`src/rtl/parity_pkg.sv`:
```
// Shared types and helpers for the serial parity receive checker.
package parity_pkg;

    typedef enum logic [1:0] {
        ST_IDLE,
        ST_SHIFT,
        ST_PARITY,
        ST_OUT
    } state_t;

    localparam logic PARITY_EVEN = 1'b0;

    // Width of a bit index into a DATA_WIDTH-bit word (never below 1).
    function automatic int unsigned idx_width(input int unsigned width);
        return (width <= 1) ? 1 : $clog2(width);
    endfunction

endpackage

```
`src/rtl/parity_rx_check_if.sv`:
```
// Serial input and word-level valid/ready output of the parity receive checker.
interface parity_rx_check_if #(
    parameter int unsigned DATA_WIDTH = 64
);
    logic                  ser_valid_i;
    logic                  ser_bit_i;
    logic                  ser_first_i;
    logic                  ser_ready_o;
    logic                  out_valid_o;
    logic                  out_ready_i;
    logic [DATA_WIDTH-1:0] out_data_o;
    logic                  out_err_o;

    modport master (
        output ser_valid_i, ser_bit_i, ser_first_i, out_ready_i,
        input  ser_ready_o, out_valid_o, out_data_o, out_err_o
    );

    modport slave (
        input  ser_valid_i, ser_bit_i, ser_first_i, out_ready_i,
        output ser_ready_o, out_valid_o, out_data_o, out_err_o
    );
endinterface

```
`src/rtl/sat_counter.sv`:
```
// Saturating up-counter; a clear coinciding with an increment leaves the count at 1.
module sat_counter #(
    parameter int unsigned WIDTH = 16
) (
    input  logic             clk_i,
    input  logic             rst_n_i,
    input  logic             clr_i,
    input  logic             inc_i,
    output logic [WIDTH-1:0] cnt_o
);

    logic [WIDTH-1:0] r_cnt;

    always_ff @(posedge clk_i or negedge rst_n_i) begin
        if (!rst_n_i) begin
            r_cnt <= '0;
        end else if (clr_i) begin
            r_cnt <= WIDTH'(inc_i);
        end else if (inc_i && (r_cnt != '1)) begin
            r_cnt <= r_cnt + 1'b1;
        end
    end

    assign cnt_o = r_cnt;

endmodule

```
`src/rtl/parity_rx_check.sv`:
```
// Deserialises LSB-first frames with a trailing even-parity bit and flags mismatches.
module parity_rx_check
    import parity_pkg::*;
#(
    parameter int unsigned DATA_WIDTH = 64,
    parameter int unsigned CNT_WIDTH  = 16
) (
    input  logic                 clk_i,
    input  logic                 rst_n_i,
    parity_rx_check_if.slave     bus,
    output logic                 err_sticky_o,
    output logic [CNT_WIDTH-1:0] err_cnt_o,
    input  logic                 err_clr_i
);

    localparam int unsigned           IDX_W    = idx_width(DATA_WIDTH);
    localparam logic [IDX_W-1:0]      LAST_IDX = IDX_W'(DATA_WIDTH - 1);

    state_t                r_state;
    state_t                w_next;
    logic [DATA_WIDTH-1:0] r_shift;
    logic [DATA_WIDTH-1:0] r_data;
    logic [IDX_W-1:0]      r_idx;
    logic                  r_par;
    logic                  r_err;
    logic                  r_sticky;
    logic                  w_xfer;
    logic                  w_err_inc;

    assign bus.ser_ready_o = (r_state != ST_OUT);
    assign bus.out_valid_o = (r_state == ST_OUT);
    assign bus.out_data_o  = r_data;
    assign bus.out_err_o   = r_err;

    assign w_xfer    = bus.ser_valid_i & bus.ser_ready_o;
    assign w_err_inc = bus.out_valid_o & bus.out_ready_i & r_err;

    always_ff @(posedge clk_i or negedge rst_n_i) begin
        if (!rst_n_i) begin
            r_state <= ST_IDLE;
        end else begin
            r_state <= w_next;
        end
    end

    always_comb begin
        w_next = r_state;
        case (r_state)
            ST_IDLE: begin
                if (w_xfer && bus.ser_first_i) w_next = ST_SHIFT;
            end
            ST_SHIFT: begin
                // A new-frame marker restarts the frame, so it stays in SHIFT.
                if (w_xfer && !bus.ser_first_i && (r_idx == LAST_IDX)) w_next = ST_PARITY;
            end
            ST_PARITY: begin
                if (w_xfer) w_next = ST_OUT;
            end
            ST_OUT: begin
                if (bus.out_ready_i) w_next = ST_IDLE;
            end
            default: w_next = ST_IDLE;
        endcase
    end

    always_ff @(posedge clk_i or negedge rst_n_i) begin
        if (!rst_n_i) begin
            r_shift <= '0;
            r_idx   <= '0;
            r_par   <= 1'b0;
            r_data  <= '0;
            r_err   <= 1'b0;
        end else if (w_xfer) begin
            case (r_state)
                ST_IDLE, ST_SHIFT: begin
                    if (bus.ser_first_i) begin
                        r_shift <= DATA_WIDTH'(bus.ser_bit_i);
                        r_idx   <= IDX_W'(1);
                        r_par   <= bus.ser_bit_i;
                    end else if (r_state == ST_SHIFT) begin
                        r_shift[r_idx] <= bus.ser_bit_i;
                        r_idx          <= r_idx + 1'b1;
                        r_par          <= r_par ^ bus.ser_bit_i;
                    end
                end
                ST_PARITY: begin
                    r_data <= r_shift;
                    r_err  <= r_par ^ bus.ser_bit_i ^ PARITY_EVEN;
                end
                default: ;
            endcase
        end
    end

    always_ff @(posedge clk_i or negedge rst_n_i) begin
        if (!rst_n_i) begin
            r_sticky <= 1'b0;
        end else if (err_clr_i) begin
            r_sticky <= w_err_inc;
        end else if (w_err_inc) begin
            r_sticky <= 1'b1;
        end
    end

    assign err_sticky_o = r_sticky;

    sat_counter #(
        .WIDTH (CNT_WIDTH)
    ) u_err_cnt (
        .clk_i   (clk_i),
        .rst_n_i (rst_n_i),
        .clr_i   (err_clr_i),
        .inc_i   (w_err_inc),
        .cnt_o   (err_cnt_o)
    );

endmodule

```
`src/flat_wrapper.sv`:
```
// flat-port wrapper written by rule: the top's interface ports become plain ports
module parity_rx_check_flat import parity_pkg::*;
#(
    parameter int unsigned DATA_WIDTH = 64,
    parameter int unsigned CNT_WIDTH  = 16
)
  (clk_i, rst_n_i, err_sticky_o, err_cnt_o, err_clr_i, bus_ser_valid_i, bus_ser_bit_i, bus_ser_first_i, bus_out_ready_i, bus_ser_ready_o, bus_out_valid_o, bus_out_data_o, bus_out_err_o);
  parity_rx_check_if #(.DATA_WIDTH(DATA_WIDTH)) bus_i ();
  input  logic clk_i;
  input  logic rst_n_i;
  output logic err_sticky_o;
  output logic [CNT_WIDTH-1:0] err_cnt_o;
  input  logic err_clr_i;
  input wire logic [$bits(bus_i.ser_valid_i)-1:0] bus_ser_valid_i;
  input wire logic [$bits(bus_i.ser_bit_i)-1:0] bus_ser_bit_i;
  input wire logic [$bits(bus_i.ser_first_i)-1:0] bus_ser_first_i;
  input wire logic [$bits(bus_i.out_ready_i)-1:0] bus_out_ready_i;
  output wire logic [$bits(bus_i.ser_ready_o)-1:0] bus_ser_ready_o;
  output wire logic [$bits(bus_i.out_valid_o)-1:0] bus_out_valid_o;
  output wire logic [$bits(bus_i.out_data_o)-1:0] bus_out_data_o;
  output wire logic [$bits(bus_i.out_err_o)-1:0] bus_out_err_o;
  assign bus_i.ser_valid_i = bus_ser_valid_i;
  assign bus_i.ser_bit_i = bus_ser_bit_i;
  assign bus_i.ser_first_i = bus_ser_first_i;
  assign bus_i.out_ready_i = bus_out_ready_i;
  assign bus_ser_ready_o = bus_i.ser_ready_o;
  assign bus_out_valid_o = bus_i.out_valid_o;
  assign bus_out_data_o = bus_i.out_data_o;
  assign bus_out_err_o = bus_i.out_err_o;
  parity_rx_check #(.DATA_WIDTH(DATA_WIDTH), .CNT_WIDTH(CNT_WIDTH)) u_core (.clk_i(clk_i), .rst_n_i(rst_n_i), .bus(bus_i), .err_sticky_o(err_sticky_o), .err_cnt_o(err_cnt_o), .err_clr_i(err_clr_i));
endmodule
```
`config.mk`:
```
export PLATFORM = sky130hd
export DESIGN_NAME = parity_rx_check_flat
export DESIGN_NICKNAME = d
export VERILOG_FILES = /design/src/rtl/parity_pkg.sv /design/src/rtl/parity_rx_check_if.sv /design/src/rtl/sat_counter.sv /design/src/rtl/parity_rx_check.sv /design/src/flat_wrapper.sv
export SDC_FILE = /design/constraint.sdc
export NUM_CORES = 1
export LEC_CHECK = 0
export ABC_AREA = 1
export CORE_MARGIN = 2
export CORE_UTILIZATION = 50
export DETAILED_ROUTE_END_ITERATION = 10
export PLACE_DENSITY = 0.76
export SLEW_MARGIN = 20
export SYNTH_ARGS = -nofsm -noshare
export SYNTH_HDL_FRONTEND = slang
export SYNTH_SLANG_ARGS = --single-unit
```
`constraint.sdc`:
```
create_clock -name clk_i -period 1.7 [get_ports clk_i]
set_input_delay 0.34 -clock clk_i [delete_from_list [all_inputs] [get_ports clk_i]]
set_output_delay 0.34 -clock clk_i [all_outputs]
set_load 0.01 [all_outputs]
```
==> impl_metrics.json <==
{
  "utilization": 0.702,
  "post_route_cells_drive_above_1_share": 0.194,
  "worstSetupPathType": "reg -> reg",
  "drt_iter0_drc": 615,
  "die_area_um2": 15000,
  "synth_top_cells_by_count": "296 x sky130_fd_sc_hd__nand2_1, 155 x sky130_fd_sc_hd__dfrtp_1, 87 x sky130_fd_sc_hd__nor2_1, 63 x sky130_fd_sc_hd__a21oi_1, 59 x sky130_fd_sc_hd__o21ai_1",
  "clock_skew_ns": 0.00833,
  "remaining_drc_errors": 0,
  "achievable-frequency_ghz": 0.570,
  "tritoncts_clock_tree": "built",
  "timing.reg2reg.worst_path_depth": 8,
  "setup_viol": 16,
  "core_um2": 13800,
  "hold_class": "in -> async",
  "crit_required_ns": 2.00,
  "setup.worst_path.end_class": "flop",
  "row_count": 43,
  "worst_slack_ns": -0.0559,
  "postSynthAreaPerCell_um2": 8.37,
  "grt_pass1_wl_um": 29600,
  "total_leakage_power_uw": 0.00513,
  "worstMarginPinSlew_ns": 0.439,
  "worstPathBufferInverterCount": 2,
  "synth_top_area_frac": 0.553,
  "ir_drop_mv": 0.778,
  "grt_max_degree": 44,
  "cell_area_synth_um2": 7020,
  "largest_cells_by_area_after_synthesis": "sky130_fd_sc_hd__dfrtp_1 55%, sky130_fd_sc_hd__nand2_1 16%, sky130_fd_sc_hd__nor2_1 4.7%",
  "dr_total_vias": 6433,
  "clkLatencyLatePin_ns": 0.42,
  "groute.usage.overall": 0.253,
  "htreeDepth": 4,
  "synth-edff-count": 0,
  "ys_seq_area_frac": 0.553,
  "yosys.area.top_type": "sky130_fd_sc_hd__dfrtp_1",
  "run_status": "complete, but fails checks",
  "total_power_uw": 11900,
  "clkTransAtPathRegs_ns": 0.06,
  "cts_root_cell": "sky130_fd_sc_hd__clkbuf_16",
  "cp_data_arrival_time_ns": 2.06,
  "tritoncts_num_sinks": 155,
  "cap_viol_max_count": 0,
  "power-per-cell-area_nw_per_um2": 1230,
  "count_of_cell_instances_traversed_by_the_critical_path": 8,
  "drt-vias-per-instance": 5.39,
  "violations": "negative setup slack",
  "die_w_um": 122,
  "postSynth.asyncResetShare": 1.00,
  "grt_setup_unrepaired": "true",
  "setup.reg_to_reg.worst_slack_ns": -0.06,
  "critical-path-slowest-cell": "sky130_fd_sc_hd__dfrtp_1",
  "area_growth_syn_to_layout_pct": 37.7,
  "critPathMaxFanout": 15,
  "yosysUniqueCellTypes": 27,
  "finalNetCount": 1016,
  "postSynth.topFlopCell": "sky130_fd_sc_hd__dfrtp_1",
  "placed_cells_incl_taps": 1135,
  "initial_utilization": 0.510,
  "start_kind": "flop",
  "syn-instance-count": 838,
  "period_needed_ns": 1.76,
  "postSynthRegisterBits": 155,
  "finalWirelength_um": 19800,
  "finalWeightedCongestion": 0.902,
  "numPortBuffers": 90,
  "worst_hold_check_slack_ns": 0.420,
  "place_hpwl_um": 12100,
  "grt_overflow_total": 0,
  "grt_pass1_vias": 5843,
  "drt-wirelength-per-cell_um": 16.6,
  "worst_path_dominant_cell_family": "flip-flops",
  "drt_pre_antenna_iters": 6,
  "relative_slew_margins": 0.707,
  "crit_path_max_incr_delay_ns": 0.40,
  "syn_nets": 852,
  "grt_antenna_before_repair": 0,
  "count_of_pins_over_their_slew_limit": 0,
  "cts_made_buffers": 17,
  "antennaDiodeCount": 0,
  "fin_hold_viols": 0,
  "finalCritPeriodShare": 1.03,
  "final_antenna_net_count": 0,
  "crit_path_cell_trace": "buf_6 > ha_2 > a21oi_4 > nor2_8 > nand2_4 > buf_12 > nand2_1 > xor2_1",
  "layoutNonFillerInstCount": 1193,
  "yosysWarnings": 0,
  "num_io_pins": 91,
  "synth_most_common_cell": "sky130_fd_sc_hd__nand2_1",
  "clk_path_buf_depth": 2,
  "floorplan.die.height_um": 122
}
## placed cells by master, fill, tap and decap left out, drive strengths merged
cell type / synthesis / final
a21oi: 64 / 64
buf: 17 / 76
clkbuf: 10 / 29
clkdlybuf4s50: 0 / 66
clkinv: 0 / 7
clkinvlp: 0 / 1
dfrtp: 155 / 155
dlygate4sd2: 0 / 10
dlygate4sd3: 0 / 1
dlymetal6s2s: 0 / 11
ha: 7 / 7
inv: 52 / 52
nand2: 313 / 313
nand3: 30 / 30
nand4: 10 / 10
nor2: 97 / 98
nor3: 7 / 7
o211ai: 1 / 1
o21ai: 69 / 69
xnor2: 1 / 1
xor2: 5 / 5
## area by class of cell
class	count	area (um^2)
clock buffers	22	444
clock inverters	8	50.0
fillers	1044	4110
inverters	52	235
multi-input cells	605	2990
flip-flops and latches	155	3880
well taps	180	225
repair buffers	171	1840
## repair_timing
action,in CTS,in global routing
buffers inserted,8,9
resized for setup,26,89
cloned,1,9
endpoints found under the setup margin,48,143
pin swaps,3,10
endpoints found under the hold margin,36,0
hold buffers,1,0
## cells by family (layout without fill, tap and decap cells)
| family | count (synthesis) | count (layout) | synth area share |
|---|---|---|---|
| xor gates and xnor gates | 6 | 6 | 0.00749 |
| and+or+nand+nor | 457 | 458 | 0.280 |
| AOI/OAI and AO/OA | 134 | 134 | 0.0975 |
| adders and majority gates | 7 | 7 | 0.0125 |
| buffers and inverters | 79 | 253 | 0.0501 |
| DFF | 155 | 155 | 0.553 |
## worst reg2reg max path, delay by kind of cell, from the launching register on
family,cells,cell delay [ns]
xor+xnor,1,0.15
simple gates,3,0.32
fa+ha+maj,1,0.20
compound gates,1,0.26
flops,1,0.40
buf+inv,2,0.31
## where the power goes
part	leakage (uW)	switching (uW)	internal [uW]
logic	0.00275	2260	1690
registers	0.00214	411	4210
clock network	0.000243	1460	1840
total	0.00513	4130	7740
## sequential cells by signal (all words and copies together), names as in the netlist
register	cells
u_core.bus.out_data_o	64
u_core.bus.out_err_o	1
u_core.err_sticky_o	1
u_core.r_idx	6
u_core.r_par	1
u_core.r_shift	64
u_core.r_state	2
u_core.u_err_cnt.cnt_o	16
## worst paths after layout
| check | startpoint | end |
|---|---|---|
| setup / recovery | u_core.r_state[0]$_DFFE_PN0P_ | u_core.r_par$_DFFE_PN0P_ |
| hold / removal | rst_n_i | u_core.r_idx[1]$_DFFE_PN0P_ |
| setup reg to reg | u_core.r_state[0]$_DFFE_PN0P_ | u_core.r_par$_DFFE_PN0P_ |
| hold reg to reg | u_core.bus.out_data_o[25]$_DFFE_PN0P_ | u_core.bus.out_data_o[25]$_DFFE_PN0P_ |
| max in group asynchronous | rst_n_i | u_core.u_err_cnt.cnt_o[7]$_DFFE_PN0P_ |
| min in group clk_i | u_core.bus.out_data_o[25]$_DFFE_PN0P_ | u_core.bus.out_data_o[25]$_DFFE_PN0P_ |
## metrics by stage
| step | setup WS, ns | area, um^2 | TNS, ns |
|---|---|---|---|
| CTS | -0.0184 | 9100 | -0.0205 |
| finish | -0.0559 | 9670 | -0.238 |
| global route | -0.115 | 9670 | -3.23 |
| global placement | -0.172 | 8510 | -8.50 |
| detailed placement | -0.202 | 8510 | -11.60 |
| floorplan | 0.00607 | 7020 | 0 |
## per-layer routing
| metal | share of wire | vias up | GRT usage | routed length (um) |
|---|---|---|---|---|
| met1 | 0.43 | 3121 | 0.356 | 8450 |
| met2 | 0.48 | 257 | 0.398 | 9600 |
| met4 | 0.023 | 0 | 0.0769 | 448 |
| li1 | - | 3018 | - | - |
| met3 | 0.067 | 37 | 0.0507 | 1320 |
| met5 | 0 | - | 0 | 0 |
Note: power is estimated with default switching activity, not from simulation.
==> patch 1, RTL diff (config.mk and constraints unchanged) <==
Change the package constant `PARITY_EVEN` from 1'b0 to 1'b1.
--- a/src/rtl/parity_pkg.sv
+++ b/src/rtl/parity_pkg.sv
@@ -8,7 +8,7 @@
         ST_OUT
     } state_t;
 
-    localparam logic PARITY_EVEN = 1'b0;
+    localparam logic PARITY_EVEN = 1'b1;
 
     // Width of a bit index into a DATA_WIDTH-bit word (never below 1).
     function automatic int unsigned idx_width(input int unsigned width);
Check against the original RTL: same outputs for any inputs over 10 cycles, from zero or initial values and one cycle with rst_n_i low; that may be too few to reach the edited logic, so the function may still have changed.
==> patch 1 against the original RTL <==
  * The run still ends with negative setup slack left
  * Design area increased by 2.7%
  * Synthesized area is essentially flat
  * Maximum frequency shrank 4.5%
  * Final cell count is 0.34% higher
  * Power rose by 4.2%
  * Sequential cell count is the same
  * Setup slack worse by 0.082 ns
  * Routed wire length grew 2.4%
  * Via count increased by 2.3%
  * Non-clock buffer count rose by 3
  * Clock skew barely moved
  * Synthesized cell count fell by 0.12%
==> patch 1: results (changes against the original RTL) <==
- Seq/Total Area, Yosys: 0.5530 (about the same)
- Max VDD drop: 0.7997 mV (+2.8%)
- Endpoints failing hold: 0 (unchanged)
- Initial antenna violation count: 0 (unchanged)
- Final nets: 1018 (+0.20%)
- Global placement routability congestion: 0.8801 (-2.4%)
- Syn Nets: 851 (-0.12%)
- Vias in the first global route: 6218 (+6.4%)
- Antenna diodes: 0 (unchanged)
- Port Buffers: 90 (unchanged)
- Ranking of synthesized cells by area: dfrtp_1 (55%), nand2_1 (16%), a21oi_1 (4.8%)
- GRT Residual Overflow: 0 (unchanged)
- Bufs w/o clock: 174 (+1.8%)
- H-tree levels: 4 (unchanged)
- Drt first pass iters: 8 (+2)
- # clk buffers: 20 (-9.1%)
- DR vias/cell: 5.498 (+2.0%)
- Fraction of area in non-clock buffers: 0.1897 (-0.0003418)
- Multi-input gate area: 3159 um2 (+5.6%)
- GRT Util Overall: 0.2683 (+0.01548)
- CP arrival: 2.15 ns (+0.09 ns)
- CP delay by family, top: simple AND/OR/NAND/NOR gates
- Slowest stage cell, crit path: dfrtp_1
- Synthesis warning total: 0 (unchanged)
- First-pass GRT wire length: 31.03 mm (+4.9%)
- Pleak: 5.471 nW (+6.6%)
- Critical Path Fanout Max: 8 (-7)
- DR WL/cell: 16.96 um (+2.1%)
- Clock-pin slew on the worst setup and hold paths: 0.06 ns (about the same)
- Non-clk invs: 51 (-1.9%)
- Clock Latency Late Sink: 0.44 ns (+0.02 ns)
- Failing checks: negative setup slack
- Min-Delay Path Class: in2async
- Syn Inst Count: 837 (-0.12%)
- Placed cell count: 1141 (+0.53%)
- Final Skew: 0.008130 ns (-0.0002039 ns)
- Clk buf depth: 2 (unchanged)
- List of most frequent post-synthesis cells: nand2_1 (296), dfrtp_1 (155), nor2_1 (82), a21oi_1 (67), o21ai_1 (49)
- Via count: 6581 (+2.3%)
- Seq/total area: 0.3912 (-0.01046)
- Net Sw Frac: 0.3501 (+0.002206)
- CTS root buf: clkbuf_16
- DRT iter0 DRCs: 665 (+8.1%)
- Largest net degree at the start of global routing: 49 (+11%)
- Fillers: 939 (-10%)
- Min setup slack post-route: -0.1379 ns (-0.08199 ns)
- Layout cell share with drive strength beyond 1: 0.2389 (+0.04447)
- Max-slew headroom: 0.6776 (-0.02988)
- Clock-cell share: 0.05495 (+0.003821)
- Ys async rst share: 1.000 (unchanged)
- Max stage delay on crit path: 0.40 ns (about the same)
- Final HPWL DP: 11.99 mm (-0.88%)
- Status: finished with violations
- Setup violators final: 44 (+28)
==> patch 1: cell count changes in the layout (fill, tap and decap cells not counted), sizes merged, moves of 2 or more <==
cell,before,now
clkdlybuf4s50,66,51
dlymetal6s2s,11,23
buf,76,85
clkbuf,29,21
a21oi,64,68
nand3,30,34
nor2,98,94
dlygate4sd2,10,13
nand4,10,7
clkinv,7,9
==> patch 1: metal layers <==
layer  routed length [um]  up-vias  track usage  part of all wire
met4                  738        0       0.1379             0.036
met3                 1575       73      0.05204             0.078
met5                    0        -            0                 0
li1                     -     3043            -                 -
met1                 8315     3140       0.3538              0.41
met2                 9667      325       0.4233              0.48
==> patch 1: worst paths after layout <==
| check | from | end | slack [ns] | cells after the start |
|---|---|---|---|---|
| setup / recovery | u_core.r_state[1] | u_core.r_shift[1] | -0.14 | 10 |
| min in group clk_i | u_core.bus.out_data_o[43] | u_core.bus.out_data_o[43] | 0.47 | 2 |
| setup reg to reg | u_core.r_state[1] | u_core.r_shift[1] | -0.14 | 10 |
| hold / removal | rst_n_i | u_core.r_state[1] | 0.42 | 2 |
| hold reg to reg | u_core.bus.out_data_o[43] | u_core.bus.out_data_o[43] | 0.47 | 2 |
| max in group asynchronous | rst_n_i | u_core.bus.out_data_o[56] | 0.61 | 3 |
==> patch 1: cell families (layout without fill, tap and decap cells) <==
| family | Yosys count | count (layout) | share of synthesized area |
|---|---|---|---|
| AOI/OAI and AO/OA | 139 | 139 | 0.1011 |
| and+or+nand+nor | 453 | 454 | 0.2776 |
| xor gates and xnor gates | 5 | 5 | 0.006243 |
| adders and majority gates | 7 | 7 | 0.01249 |
| DFF | 155 | 155 | 0.5530 |
| buffers and inverters | 78 | 257 | 0.04959 |
==> patch 1: timing repair <==
item	4_1_cts	5_1_grt
endpoints found under the hold margin	43	0
pin swaps	5	40
setup endpoints to repair	68	172
hold buffers	1	0
buffers inserted	11	4
gates cloned	7	1
gates resized for setup	42	147
==> patch 1: stage by stage <==
step	setup WS [ns]	setup TNS, ns	cell area, um2	power (mW)
final	-0.1379	-2.428	9927	12.37
after global routing	-0.1788	-7.114	9927	12.94
after CTS	-0.06073	-2.631	9414	11.87
after detailed placement	-0.2269	-14.52	8537	7.881
after global placement	-0.1932	-10.96	8537	7.818
after floorplan	0.006070	0	7014	6.400
==> patch 1: power groups by stage <==
stage / Sequential (mW) / Clock (mW) / Combinational, mW
after global placement: 4.64 / 0 / 3.18
after global routing: 4.67 / 3.75 / 4.53
after CTS: 4.58 / 3.56 / 3.73
final: 4.60 / 3.56 / 4.21
after detailed placement: 4.63 / 0 / 3.25
after floorplan: 4.64 / 0 / 1.76
==> patch 2, RTL diff (same flow settings) <==
Without the edit above. Encoding of `state_t`: now one-hot (4 bits for 4 states).
--- a/src/rtl/parity_pkg.sv
+++ b/src/rtl/parity_pkg.sv
@@ -1,11 +1,11 @@
 // Shared types and helpers for the serial parity receive checker.
 package parity_pkg;
 
-    typedef enum logic [1:0] {
-        ST_IDLE,
-        ST_SHIFT,
-        ST_PARITY,
-        ST_OUT
+    typedef enum logic [3:0] {
+        ST_IDLE   = 4'b0001,
+        ST_SHIFT  = 4'b0010,
+        ST_PARITY = 4'b0100,
+        ST_OUT    = 4'b1000
     } state_t;
 
     localparam logic PARITY_EVEN = 1'b0;
Function: same outputs for any inputs over 10 cycles, from zero or initial values and one cycle with rst_n_i low; not proved beyond that.
==> patch 2 against the original RTL <==
  * The run still ends with negative setup slack left
  * Power decreased by 6.9%
  * Combinational power decreased by 14%
  * Synthesized area rose by 14%
  * Sequential cell count up 2
  * Largest cell class unchanged
  * Count of clock-buffer cells in the layout decreased by 1
  * Setup slack better by 0.017 ns
  * Highest routed layer unchanged
  * Design area grew 10%
  * Clock power grew 5%
  * Critical endpoint is now u_core.r_shift[41]
  * First-iteration DRC count increased by 15%
  * Routed wire length up 6.5%
==> patch 2: results (changes against the original RTL) <==
- DR WL/cell: 14.67 um (-12%)
- Placed cell count: 1376 (+21%)
- Setup violators final: 21 (+5)
- WHS: 0.3901 ns (-0.02970 ns)
- Clock-cell share: 0.04986 (-0.001268)
- DRT iter0 DRCs: 706 (+15%)
- Final HPWL DP: 12.33 mm (+1.9%)
- Layout area overhead: 32.51%
- Adder-Cell Fraction of Synth Area: 0.003117 (-0.009363)
- Fillers: 1295 (+24%)
- R2R Path Start: u_core.r_state[0]
- # clk buffers: 21 (-4.5%)
- #MultiIn Comb: 828 (+37%)
- Max stage delay on crit path: 0.55 ns (+0.15 ns)
- Total negative slack: -0.2942 ns (-0.05661 ns)
- FF/Latch Area: 3938 um2 (+1.4%)
- Post-route cell area: 10640 um2 (+10%)
- Final Skew: 0.004578 ns (-0.003756 ns)
- Pleak: 6.052 nW (+18%)
- XOR/XNOR Fraction of Synth Area: 0.007636 (+0.0001480)
- Critical Path Fanout Max: 8 (-7)
- Multi-input combinational area share: 0.3541 (+0.04459)
- CP delay by family, top: simple AND/OR/NAND/NOR gates
- Dpl cell area: 9405 um2 (+11%)
- Clock sinks: 157 (+1.3%)
- Failing checks: negative setup slack
- Complex-gate fraction of the synthesized area: 0.02649 (-0.07103)
- Mean Syn Cell Area: 7.434 um2 (-11%)
- Status: finished with violations
- DR vias/cell: 5.266 (-2.3%)
- Largest net degree at the start of global routing: 71 (+61%)
- Global placement routability congestion: 0.8821 (-2.2%)
- Min setup slack post-route: -0.03857 ns (+0.01732 ns)
- Worst slack, placed: -0.1203 ns (+0.08190 ns)
- Ranking of synthesized cells by area: dfrtp_1 (49%), nand2_1 (26%), nand3_1 (5.4%)
[patch 2: cell count changes after synthesis, moves of 8 or more]
cell	unedited run	this run
nand4_1	10	18
nor4_1	0	20
nand3_1	30	86
buf_6	3	11
clkbuf_1	10	25
nand2_1	296	551
nor2_1	87	29
a21oi_1	63	3
o21ai_1	59	3
nor3_1	3	43
o21ai_0	10	29
[patch 2: per-layer routing]
metal	vias to the layer above	wire length, um	track usage
met5	-	0	0
met4	0	563	0.08698
met3	51	1061	0.04560
met2	241	10030	0.3971
met1	3563	9451	0.3380
li1	3723	-	-
[patch 2: power by group]
| group | switching (mW) | internal, mW | total, mW |
|---|---|---|---|
| combinational | 2.00 | 1.38 | 3.38 |
| clock | 1.56 | 1.93 | 3.48 |
| sequential | 0.219 | 3.96 | 4.17 |
[patch 2: repair_timing]
action	4_1_cts	5_1_grt
pin swaps	7	13
endpoints found under the hold margin	35	0
cloned	3	8
resized for setup	38	82
setup buffers	16	3
hold buffers	1	0
setup endpoints to repair	65	106
